[src/rtl/piso_shift_tx.sv]
// Parallel-in/serial-out transmitter: takes a word over a valid/ready load
// handshake and streams it one bit per clock, framed by sout_valid/sout_last.
module piso_shift_tx #(
  parameter int WIDTH     = 8,
  parameter bit MSB_FIRST = 1'b1
) (
  input  logic             c,
  input  logic             re,
  input  logic             load_valid,
  output logic             load_ready,
  input  logic [WIDTH-1:0] data_in,
  input  logic             hold,
  output logic             sout,
  output logic             sout_valid,
  output logic             sout_last
);

  localparam int CNT_W = $clog2(WIDTH);
  localparam logic [CNT_W-1:0] CNT_LAST = CNT_W'(WIDTH - 1);

  typedef enum logic {
    IDLE  = 1'b0,
    SHIFT = 1'b1
  } state_t;

  state_t             state_q, state_d;
  logic [WIDTH-1:0]   shreg_q, shreg_d;
  logic [CNT_W-1:0]   cnt_q, cnt_d;
  logic               accept;

  always_comb begin
    sout       = MSB_FIRST ? shreg_q[WIDTH-1] : shreg_q[0];
    sout_valid = (state_q == SHIFT) & ~hold;
    sout_last  = sout_valid & (cnt_q == CNT_LAST);
    load_ready = (state_q == IDLE) | sout_last;
    accept     = load_valid & load_ready;
  end

  // A load on the final-bit cycle wins over the shift, giving a gapless stream.
  always_comb begin
    state_d = state_q;
    shreg_d = shreg_q;
    cnt_d   = cnt_q;
    if (accept) begin
      shreg_d = data_in;
      cnt_d   = '0;
      state_d = SHIFT;
    end else if (sout_valid) begin
      shreg_d = MSB_FIRST ? {shreg_q[WIDTH-2:0], 1'b0} : {1'b0, shreg_q[WIDTH-1:1]};
      if (sout_last) begin
        state_d = IDLE;
        cnt_d   = '0;
      end else begin
        cnt_d = cnt_q + CNT_W'(1);
      end
    end
  end

  always_ff @(posedge c) begin
    if (re) begin
      state_q <= IDLE;
      shreg_q <= '0;
      cnt_q   <= '0;
    end else begin
      state_q <= state_d;
      shreg_q <= shreg_d;
      cnt_q   <= cnt_d;
    end
  end

endmodule

[config.mk]
export PLATFORM = sky130hd
export DESIGN_NAME = piso_shift_tx
export DESIGN_NICKNAME = d
export VERILOG_FILES = /design/src/rtl/piso_shift_tx.sv
export SDC_FILE = /design/constraint.sdc
export NUM_CORES = 1
export LEC_CHECK = 0
export ABC_AREA = 1
export CORE_ASPECT_RATIO = 0.8
export CORE_MARGIN = 10
export CORE_UTILIZATION = 35
export CTS_CLUSTER_SIZE = 24
export DETAILED_ROUTE_END_ITERATION = 10
export GPL_TIMING_DRIVEN = 1
export HOLD_SLACK_MARGIN = 0.1
export PLACE_DENSITY = 0.64
export SYNTH_ARGS = -nofsm -noshare
export SYNTH_HDL_FRONTEND = slang
export SYNTH_SLANG_ARGS = --single-unit
[constraint.sdc]
create_clock -name c -period 1.85 [get_ports c]
set_input_delay 0.2775 -clock c [delete_from_list [all_inputs] [get_ports c]]
set_output_delay 0.2775 -clock c [all_outputs]
set_load 0.02 [all_outputs]
==> qor.txt <==
run status - finished clean
RD Place Congestion - 0.755
Req. time, crit path - 1570 ps
startpoint types - flop
largest net degree at the start of global routing - 18
fraction of layout cells with a size suffix above 1 - 0.200
WL/cell - 11.1 microns
Gate power share - 0.226
drt first pass iters - 4
critical path type - reg2out
Final Hold Vio Count - 0
crit path cell chain - ha_1 > ha_1 > inv_2 > nor2_1 > dlygate4sd2_1
post-route antenna net violation count - 0
first-pass GRT wire length - 2520 microns
Routed WL - 1490 microns
final instance area - 856 sq um
Final Max Tran Viols - 0
Synthesized Nets - 106
initial antenna violation count - 0
internal cell power - 411 uW
die footprint - 4070 sq um
area delta synth->final - 28.1%
Ys Warns - 0
Final Skew - 5.60 ps
wl on met1 - 755 microns
Buf+Inv Stages, Crit Path - 2
top sig layer - met4
RSZ-0062 raised after global routing - no
setup_tns - 0 ps
hold path start - cnt_q[1]$_SDFFE_PP0P_
CP arrival - 1440 ps
Syn Inst Count - 92
Worst R2R Path Depth - 9
Reg power frac - 0.504
placed cells - 131
via/cell ratio - 4.66
Endpoint, Worst Hold - cnt_q[1]$_SDFFE_PP0P_
Die Y - 59.1 microns
CTS root buf - clkbuf_4
crit-path most repeated cell - ha_1
clock power share - 0.269
reg2reg end - shreg_q[7]$_SDFFE_PP0P_
Placed Area - 841 sq um
postcts setup bufs - 0
Sw Share - 0.275
starting density of the core - 0.363
Clock Sinks - 12
Syn Std Cell Area - 668 sq um
Cells on Worst Hold Path - 2
VDD IR max - 322 uV
Seq/Total Area, Yosys - 0.360
Worst Hold Slack - 467 ps
DR WL met3 - 90 microns
I/O pins - 16
vias after detailed routing - 625
TritonCTS clock tree - done
slowest stage delay, CP - 360 ps
number of global-route vias before repair - 588
Top delay family on crit path - buffers and inverters
highest-count cells in the layout ignoring fill and taps - nand2_1, nand3_1, dfxtp_1, clkdlybuf4s50_1
clock latency on the worst-skew pair - 260 ps
endpoints failing setup - 0
Final min period - 1720 ps
Sw Pwr - 156 uW
Syn Area/Cell - 7.26 sq um
distinct cell type count of the synthesized netlist - 17
period utilization - 0.931
Worst Slack Setup Final - 128 ps
clock buffer count from CTS - 3
Residual DRC - 0
gr usage total - 0.0784
CP max-delay cell - dfxtp_1
Worst Path Max Fanout - 3
CTS Buffer Depth - 2
Max-Cap Viols - 0
H-tree depth - 1
Total Power - 567 uW
placeable core region - 1840 sq um
dpl hpwl - 1140 microns
# diodes - 0
Cell Pwr Density - 663 nW/um^2
Die X - 68.9 microns
Fillers - 195
FF+latch count, synth - 12
Slew HR - 0.857
Final #Nets - 126
WL met2 - 637 microns
Hold Crit Class - reg2reg
leak pwr - 0.390 nW
placement row count - 14
FF-to-FF setup slack - 250 ps
grt ovf - 0
fmax - 0.581 GHz
final core occ - 0.465
Post-Place Worst Slack - -68.8 ps
Clock transition at path regs - 60 ps
Port Buffer Count - 15
First DRT Iteration DRCs - 28
Worst Max-Slew Pin Slew - 214 ps
Setup crit end kind - output port
commonest non-fill, non-tap cell in the layout - nand2_1
Crit Reg-Reg Startpoint - cnt_q[0]$_SDFFE_PP0P_
Post-Layout Cell Count - 134
power groups by stage:
stage | logic, mW | registers, mW | clock network [mW]
after floorplan | 0.0847 | 0.292 | 0
after global placement | 0.131 | 0.291 | 0
after detailed placement | 0.132 | 0.292 | 0
after CTS | 0.130 | 0.286 | 0.162
after global routing | 0.143 | 0.288 | 0.170
final | 0.128 | 0.286 | 0.153
worst max path at each step:
stage / start / end / slack (ps) / cells after the start
floorplan: cnt_q[0]$_SDFFE_PP0P_ / shreg_q[5]$_SDFFE_PP0P_ / 490 / 8
global placement: hold / sout_last / -20 / 5
detailed placement: hold / sout_last / -70 / 5
CTS: cnt_q[0]$_SDFFE_PP0P_ / load_ready / 3 / 5
global route: cnt_q[0]$_SDFFE_PP0P_ / sout_last / 50 / 5
finish: cnt_q[0]$_SDFFE_PP0P_ / sout_last / 130 / 5
synthesized netlist by cell type:
library cell  count  area share
nand2_2           1      0.0094
nand2_4           1       0.017
nor2_1            2       0.011
nand3_2           3       0.045
buf_6             3       0.051
dfxtp_1          12        0.36
a21oi_2           3       0.039
buf_4             2       0.022
inv_2             2       0.011
nand3_1          14        0.10
nand2_1          26        0.15
ha_1              2       0.037
buf_1             1      0.0056
o21ai_2           1       0.013
nor2_2            1      0.0094
a21oi_1           9       0.067
inv_1             9       0.051
sequential cells by signal, summed over array words and instances (netlist names):
name and count:
state_q 1, cnt_q 3, shreg_q 8
final cells by class:
| type | count | area (sq um) | share of cell area |
|---|---|---|---|
| Sequential cell | 12 | 240 | 0.281 |
| Multi-Input combinational cell | 63 | 334 | 0.390 |
| Tap cell | 24 | 30.0 | 0.0351 |
| Inverter | 11 | 41.3 | 0.0482 |
| Timing Repair Buffer | 21 | 188 | 0.219 |
| Clock buffer | 3 | 22.5 | 0.0263 |
kinds of logic (layout without fill, tap and decap cells):
logic type                 after synthesis  count (layout)  synth area share
adders and majority gates                2               2            0.0374
DFF                                     12              12             0.360
and+or+nand+nor                         48              48             0.343
AOI/OAI and AO/OA                       13              13             0.120
buffers and inverters                   17              35             0.140
worst min-delay path, delay by kind of cell, from the launching register on:
family,cells,cell delay (ps)
AOI/OAI and AO/OA,1,50
DFF,1,320
and+or+nand+nor,1,60
repair_timing:
| action | in CTS | in global routing |
|---|---|---|
| resized for setup | 3 | 2 |
| endpoints found under the setup margin | 3 | 1 |
| hold buffers | 0 | 0 |
metal layers:
layer	vias up	GRT usage
li1	328	-
met1	281	0.0894
met2	14	0.124
met3	2	0.0284
met4	0	0.0421
met5	-	0
No activity file was read; power rests on OpenSTA's default activity.
